[config.mk]
export PLATFORM = sky130hd
export DESIGN_NAME = jtag_tap_sampled
export DESIGN_NICKNAME = d
export VERILOG_FILES = /design/src/rtl/jtag_tap_sampled.sv
export SDC_FILE = /design/constraint.sdc
export NUM_CORES = 1
export LEC_CHECK = 0
export ABC_CLOCK_PERIOD_IN_PS = 2400
export CORE_AREA = 2 2 57 99
export CTS_CLUSTER_DIAMETER = 200
export DETAILED_ROUTE_END_ITERATION = 16
export DIE_AREA = 0 0 59 101
export PLACE_DENSITY = 0.7
export SYNTH_ARGS = -nofsm -noshare
export SYNTH_HDL_FRONTEND = slang
export SYNTH_SLANG_ARGS = --single-unit
[constraint.sdc]
create_clock -name clk_i -period 2.4 [get_ports clk_i]
set_input_delay 0.48 -clock clk_i [delete_from_list [all_inputs] [get_ports clk_i]]
set_output_delay 0.48 -clock clk_i [all_outputs]
set_load 0.02 [all_outputs]
[src/rtl/jtag_tap_sampled.sv]
// jtag_tap_sampled: IEEE 1149.1 TAP controller with TCK oversampled by clk_i.
// Instructions: IDCODE (0001), BYPASS (1111, and every unknown code), and
// CONFREG (0111), which exists only when JTAG_TAP_CONFREG_EN is defined.
// TCK/TMS/TDI/TRST pass through two-flop synchronizers. A TCK edge acts
// 3 clk_i cycles after it reaches the pin.
module jtag_tap_sampled #(
  parameter logic [31:0] IDCODE_VALUE = 32'h1000_0DB3,
  parameter int          IR_WIDTH     = 4
) (
  input  logic       clk_i,
  input  logic       rst_i,
  input  logic       jtag_tck_i,
  input  logic       jtag_trst_ni,
  input  logic       jtag_tms_i,
  input  logic       jtag_tdi_i,
  output logic       jtag_tdo_o,
  output logic       jtag_tdo_en_o,
  input  logic [8:0] confreg_i,
  output logic [8:0] confreg_o,
  output logic       confreg_upd_o
);

  typedef enum logic [3:0] {
    TLR, RTI, SEL_DR, CAP_DR, SH_DR, EX1_DR, PA_DR, EX2_DR, UPD_DR,
    SEL_IR, CAP_IR, SH_IR, EX1_IR, PA_IR, EX2_IR, UPD_IR
  } tap_state_e;

  localparam logic [IR_WIDTH-1:0] INS_IDCODE  = 4'b0001;
  localparam logic [IR_WIDTH-1:0] INS_CONFREG = 4'b0111;
  localparam logic [IR_WIDTH-1:0] IR_CAPTURE  = 4'b0101;

  tap_state_e          state_q, state_d;
  logic [1:0]          tck_sync_q, tck_sync_d, tms_sync_q, tms_sync_d;
  logic [1:0]          tdi_sync_q, tdi_sync_d, trst_sync_q, trst_sync_d;
  logic                tck_dly_q, tck_dly_d;
  logic [IR_WIDTH-1:0] ir_q, ir_d, ir_sh_q, ir_sh_d;
  logic [31:0]         dr_sh_q, dr_sh_d;
  logic                tdo_q, tdo_d, tdo_en_q, tdo_en_d;
  logic [8:0]          confreg_q, confreg_d;
  logic                upd_q, upd_d;

  logic tck_s, tms_s, tdi_s, tap_rst, tck_rise, tck_fall;
  logic sel_idcode, sel_confreg;

  // Synchronizer shift, edge detect from synced TCK and its delayed copy
  always_comb begin
    tck_sync_d  = {tck_sync_q[0], jtag_tck_i};
    tms_sync_d  = {tms_sync_q[0], jtag_tms_i};
    tdi_sync_d  = {tdi_sync_q[0], jtag_tdi_i};
    trst_sync_d = {trst_sync_q[0], jtag_trst_ni};
    tck_s       = tck_sync_q[1];
    tms_s       = tms_sync_q[1];
    tdi_s       = tdi_sync_q[1];
    tap_rst     = ~trst_sync_q[1];
    tck_dly_d   = tck_s;
    tck_rise    = tck_s & ~tck_dly_q;
    tck_fall    = ~tck_s & tck_dly_q;
  end

  // Instruction decode; unknown codes fall through to BYPASS
  always_comb begin
    sel_idcode = (ir_q == INS_IDCODE);
`ifdef JTAG_TAP_CONFREG_EN
    sel_confreg = (ir_q == INS_CONFREG);
`else
    sel_confreg = 1'b0;
`endif
  end

`ifndef JTAG_TAP_CONFREG_EN
  logic unused_confreg;
  assign unused_confreg = ^confreg_i;
`endif

  // TAP state transitions on TCK rise; TRST overrides a coincident edge
  always_comb begin
    state_d = state_q;
    if (tap_rst) begin
      state_d = TLR;
    end else if (tck_rise) begin
      case (state_q)
        TLR:     state_d = tms_s ? TLR    : RTI;
        RTI:     state_d = tms_s ? SEL_DR : RTI;
        SEL_DR:  state_d = tms_s ? SEL_IR : CAP_DR;
        CAP_DR:  state_d = tms_s ? EX1_DR : SH_DR;
        SH_DR:   state_d = tms_s ? EX1_DR : SH_DR;
        EX1_DR:  state_d = tms_s ? UPD_DR : PA_DR;
        PA_DR:   state_d = tms_s ? EX2_DR : PA_DR;
        EX2_DR:  state_d = tms_s ? UPD_DR : SH_DR;
        UPD_DR:  state_d = tms_s ? SEL_DR : RTI;
        SEL_IR:  state_d = tms_s ? TLR    : CAP_IR;
        CAP_IR:  state_d = tms_s ? EX1_IR : SH_IR;
        SH_IR:   state_d = tms_s ? EX1_IR : SH_IR;
        EX1_IR:  state_d = tms_s ? UPD_IR : PA_IR;
        PA_IR:   state_d = tms_s ? EX2_IR : PA_IR;
        EX2_IR:  state_d = tms_s ? UPD_IR : SH_IR;
        UPD_IR:  state_d = tms_s ? SEL_DR : RTI;
        default: state_d = TLR;
      endcase
    end
  end

  // Capture/shift on TCK rise, TDO/update on TCK fall
  always_comb begin
    ir_d      = ir_q;
    ir_sh_d   = ir_sh_q;
    dr_sh_d   = dr_sh_q;
    tdo_d     = tdo_q;
    tdo_en_d  = tdo_en_q;
    confreg_d = confreg_q;
    upd_d     = 1'b0;
    if (tap_rst) begin
      ir_d     = INS_IDCODE;
      tdo_d    = 1'b0;
      tdo_en_d = 1'b0;
    end else begin
      if (state_q == TLR) ir_d = INS_IDCODE;
      if (tck_rise) begin
        case (state_q)
          CAP_IR: ir_sh_d = IR_CAPTURE;
          SH_IR:  ir_sh_d = {tdi_s, ir_sh_q[IR_WIDTH-1:1]};
          CAP_DR: begin
            if (sel_idcode) dr_sh_d = IDCODE_VALUE;
`ifdef JTAG_TAP_CONFREG_EN
            else if (sel_confreg) dr_sh_d = {23'b0, confreg_i};
`endif
            else dr_sh_d = '0;
          end
          SH_DR: begin
            if (sel_idcode)       dr_sh_d = {tdi_s, dr_sh_q[31:1]};
            else if (sel_confreg) dr_sh_d = {23'b0, tdi_s, dr_sh_q[8:1]};
            else                  dr_sh_d = {31'b0, tdi_s};
          end
          default: ;
        endcase
        // Release TDO as soon as the FSM leaves a shift state
        if (state_d != SH_IR && state_d != SH_DR) begin
          tdo_d    = 1'b0;
          tdo_en_d = 1'b0;
        end
      end
      if (tck_fall) begin
        case (state_q)
          SH_IR: begin
            tdo_d    = ir_sh_q[0];
            tdo_en_d = 1'b1;
          end
          SH_DR: begin
            tdo_d    = dr_sh_q[0];
            tdo_en_d = 1'b1;
          end
          UPD_IR: ir_d = ir_sh_q;
          UPD_DR: begin
            if (sel_confreg) begin
              confreg_d = dr_sh_q[8:0];
              upd_d     = 1'b1;
            end
          end
          default: ;
        endcase
      end
    end
  end

  // All state registers
  always_ff @(posedge clk_i or posedge rst_i) begin
    if (rst_i) begin
      state_q     <= TLR;
      tck_sync_q  <= '0;
      tms_sync_q  <= '0;
      tdi_sync_q  <= '0;
      trst_sync_q <= '0;
      tck_dly_q   <= 1'b0;
      ir_q        <= INS_IDCODE;
      ir_sh_q     <= '0;
      dr_sh_q     <= '0;
      tdo_q       <= 1'b0;
      tdo_en_q    <= 1'b0;
      confreg_q   <= 9'h000;
      upd_q       <= 1'b0;
    end else begin
      state_q     <= state_d;
      tck_sync_q  <= tck_sync_d;
      tms_sync_q  <= tms_sync_d;
      tdi_sync_q  <= tdi_sync_d;
      trst_sync_q <= trst_sync_d;
      tck_dly_q   <= tck_dly_d;
      ir_q        <= ir_d;
      ir_sh_q     <= ir_sh_d;
      dr_sh_q     <= dr_sh_d;
      tdo_q       <= tdo_d;
      tdo_en_q    <= tdo_en_d;
      confreg_q   <= confreg_d;
      upd_q       <= upd_d;
    end
  end

  assign jtag_tdo_o    = tdo_q;
  assign jtag_tdo_en_o = tdo_en_q;
  assign confreg_o     = confreg_q;
  assign confreg_upd_o = upd_q;

endmodule

==> flow_summary.json <==
{
  "status": "finished, final reports clean",
  "cp_slowest_cell": "dfrtp_1",
  "cts_buffers": 5,
  "wl_per_cell_microns": 14.05,
  "grt_pass1_vias": 1672,
  "fin_crit_ns": 2.160,
  "rsz0062_at_grt": "no",
  "startpoint_type": "register",
  "skew_ns": 0.01028,
  "drc": 0,
  "cp_num_cells": 6,
  "drt_iter0_drc": 129,
  "hold_path.class": "register to register",
  "dr_total_vias": 1762,
  "synth_seq_cells": 55,
  "path_buf_inv": 1,
  "nNetsFinal": 273,
  "synthCells": 255,
  "crit_path_max_incr_delay_ns": 0.61,
  "initial_core_util": 0.4867,
  "ant_nets": 0,
  "routed_wirelength_microns": 4397,
  "grt.total_usage": 0.1611,
  "vias_per_cell": 5.629,
  "die_w_microns": 59,
  "final_cell_area_sq_um": 2698,
  "p_seq_frac": 0.580,
  "clkSinkCount": 55,
  "power_density_nw_per_um2": 642.8,
  "cap_violations": 0,
  "antenna_cells": 0,
  "max_slew_margin": 0.6204,
  "area_delta_synth_final_pct": 7.264,
  "end_kind": "register",
  "grt_max_degree": 56,
  "antenna_found_initial": 0,
  "path_max_fanout": 15,
  "p_sw_uw": 411.1,
  "grt_util_met1": 0.1993,
  "htree_num_levels": 2,
  "first_pass_iters": 4,
  "ios": 27,
  "placed_cells": 306,
  "grt.busiest_layer": "met2",
  "pwr-share-clk": 0.343,
  "cp_top_family": "compound AO/OA/AOI/OAI gates",
  "ys_types": 44,
  "syn_area_sq_um": 2515,
  "met3_usage": 0.02696,
  "cp_cell_sequence": "inv_1 -> a2111oi_0 -> o2bb2ai_1 -> and3_1 -> a211oi_1 -> o31ai_1",
  "grt_pass1_wl_microns": 7383,
  "synth-seq-area-share": 0.5478,
  "p_leak_nw": 1.194,
  "whs_path_depth": 0,
  "max_clock_freq_ghz": 0.4630,
  "dieArea_sq_um": 5959,
  "rows": 35,
  "cts_tree": "yes",
  "hpwl_microns": 2928,
  "hold_viol_final": 0,
  "drive_above_1_share": 0.07752,
  "swShare": 0.2370,
  "avgSynthCellArea_sq_um": 9.862,
  "layout_commonest_cell": "dfrtp_1",
  "gp_congestion": 0.8321,
  "cp_data_required_time_ns": 2.61,
  "clk_path_buf_depth": 2,
  "fp.dieH_microns": 101,
  "fin_cells": 313,
  "yosysWarningCount": 0,
  "worstSkewPairLatency_ns": 0.31,
  "fillerInstances": 475,
  "combPwrFrac": 0.077,
  "postCtsHoldBufs": 0,
  "ir_drop_mv": 0.4019,
  "core-area_sq_um": 5167,
  "p_int_mw": 1.323,
  "gr-total-overflow": 0,
  "rr_worst_depth": 6,
  "setup_viol": 0,
  "tightest_slew_ns": 0.5615,
  "postCtsSetupRepairBufs": 0,
  "crit_type": "register to register",
  "fin_crit_sh": 0.8999,
  "cts_root_buf": "clkbuf_8",
  "use_met2": 0.2658,
  "tns_ns": 0,
  "post_cts_resized": 0,
  "slew_viol_final": 0,
  "numPortBuffers": 7,
  "place_area_sq_um": 2591,
  "cp.arrival_ns": 2.37,
  "cts.clk_slew.worst_paths_ns": 0.10,
  "layout_common_cells": "dfrtp_1 (54), nand2_1 (41), o21ai_0 (36)"
}
[per-stage QoR]
stage	total power, mW	hold slack (ns)	setup slack [ns]	util
2_1_floorplan	1.134	0.3312	0.5787	-
3_3_place_gp	1.155	0.3332	0.3212	0.5015
3_5_place_dp	1.159	0.3347	0.2893	0.5015
4_1_cts	1.758	0.3448	0.2698	0.5220
5_1_grt	1.812	0.3535	0.1103	0.5220
6_report	1.734	0.3426	0.2403	0.5220
[worst register-to-register path: stages (launching register included)]
cell       delay (ns)
dfrtp_1          0.61
inv_1            0.19
a2111oi_0        0.44
o2bb2ai_1        0.26
and3_1           0.24
a211oi_1         0.08
o31ai_1          0.24
[cells in the mapped netlist, drive strengths merged]
master	n	area share
a31oi	3	0.0075
and2	4	0.010
nand2	41	0.061
nand4	2	0.0050
a221oi	1	0.0035
buf	19	0.054
inv	8	0.012
o21ai	37	0.074
or2	1	0.0025
o211a	1	0.0040
o32ai	2	0.0070
a32oi	1	0.0035
or3	1	0.0025
conb	1	0.0015
nor4bb	1	0.0040
nor2	12	0.018
a22oi	4	0.012
clkbuf	9	0.013
o2111ai	1	0.0060
a22o	10	0.035
a2111oi	2	0.0095
mux2i	1	0.0040
a211oi	2	0.0060
nor3b	2	0.0060
nand3b	1	0.0030
o31ai	3	0.014
nor2b	3	0.0075
dfrtp	54	0.54
nand3	6	0.012
nor4b	4	0.014
dfstp	1	0.010
and2b	1	0.0030
o22ai	1	0.0025
and3	4	0.0099
o2bb2ai	1	0.0035
a21oi	6	0.012
nand2b	4	0.0099
[power by group through the flow]
stage                     sequential, mW  combinational (mW)  clock, mW
after floorplan                     1.01               0.127          0
after global placement              1.02               0.133          0
after detailed placement            1.02               0.135          0
after CTS                           1.01               0.136      0.616
after global routing                1.01               0.153      0.647
final                               1.01               0.134      0.594
[final timing paths]
kind | start | endpoint | slack [ns]
worst min register to register | tdi_sync_q[0] | tdi_sync_q[1] | 0.34
worst min-delay path | tdi_sync_q[0] | tdi_sync_q[1] | 0.34
max in group asynchronous | rst_i | ir_q[0] | 1.58
worst max register to register | state_q[3] | jtag_tdo_o | 0.24
min in group asynchronous | rst_i | tdi_sync_q[1] | 0.53
worst max-delay path | state_q[3] | jtag_tdo_o | 0.24
[final cells by class]
class | instances | area, sq um | share of cell area
clock buffers | 5 | 68.82 | 0.02551
well taps | 55 | 68.82 | 0.02551
inverters | 8 | 30.03 | 0.01113
multi-input cells | 173 | 972.2 | 0.3604
flip-flops and latches | 55 | 1378 | 0.5107
clock inverters | 2 | 37.54 | 0.01391
repair buffers | 15 | 142.6 | 0.05288
[per-layer routing]
layer	routed length (microns)	vias to the layer above	part of all wire
li1	-	871	-
met1	1996	872	0.45
met2	2241	10	0.51
met3	59	9	0.013
met4	99	0	0.023
met5	0	-	0
[flip-flops by register name, summed over array words and instances (netlist names), 2 cells and up]
register     count
tms_sync_q       2
ir_q             4
dr_sh_q         32
trst_sync_q      2
state_q          4
tck_sync_q       2
ir_sh_q          4
tdi_sync_q       2
[logic make-up (layout without fill, tap and decap cells)]
group,Yosys count,in the layout,synth area share
AO/OA/AOI/OAI,75,75,0.1995
buffers and inverters,36,30,0.07910
flip-flops,55,55,0.5478
multiplexers,1,1,0.003980
other,1,10,0.001491
AND/OR/NAND/NOR,87,87,0.1682
(Power assumes the default switching activity.)
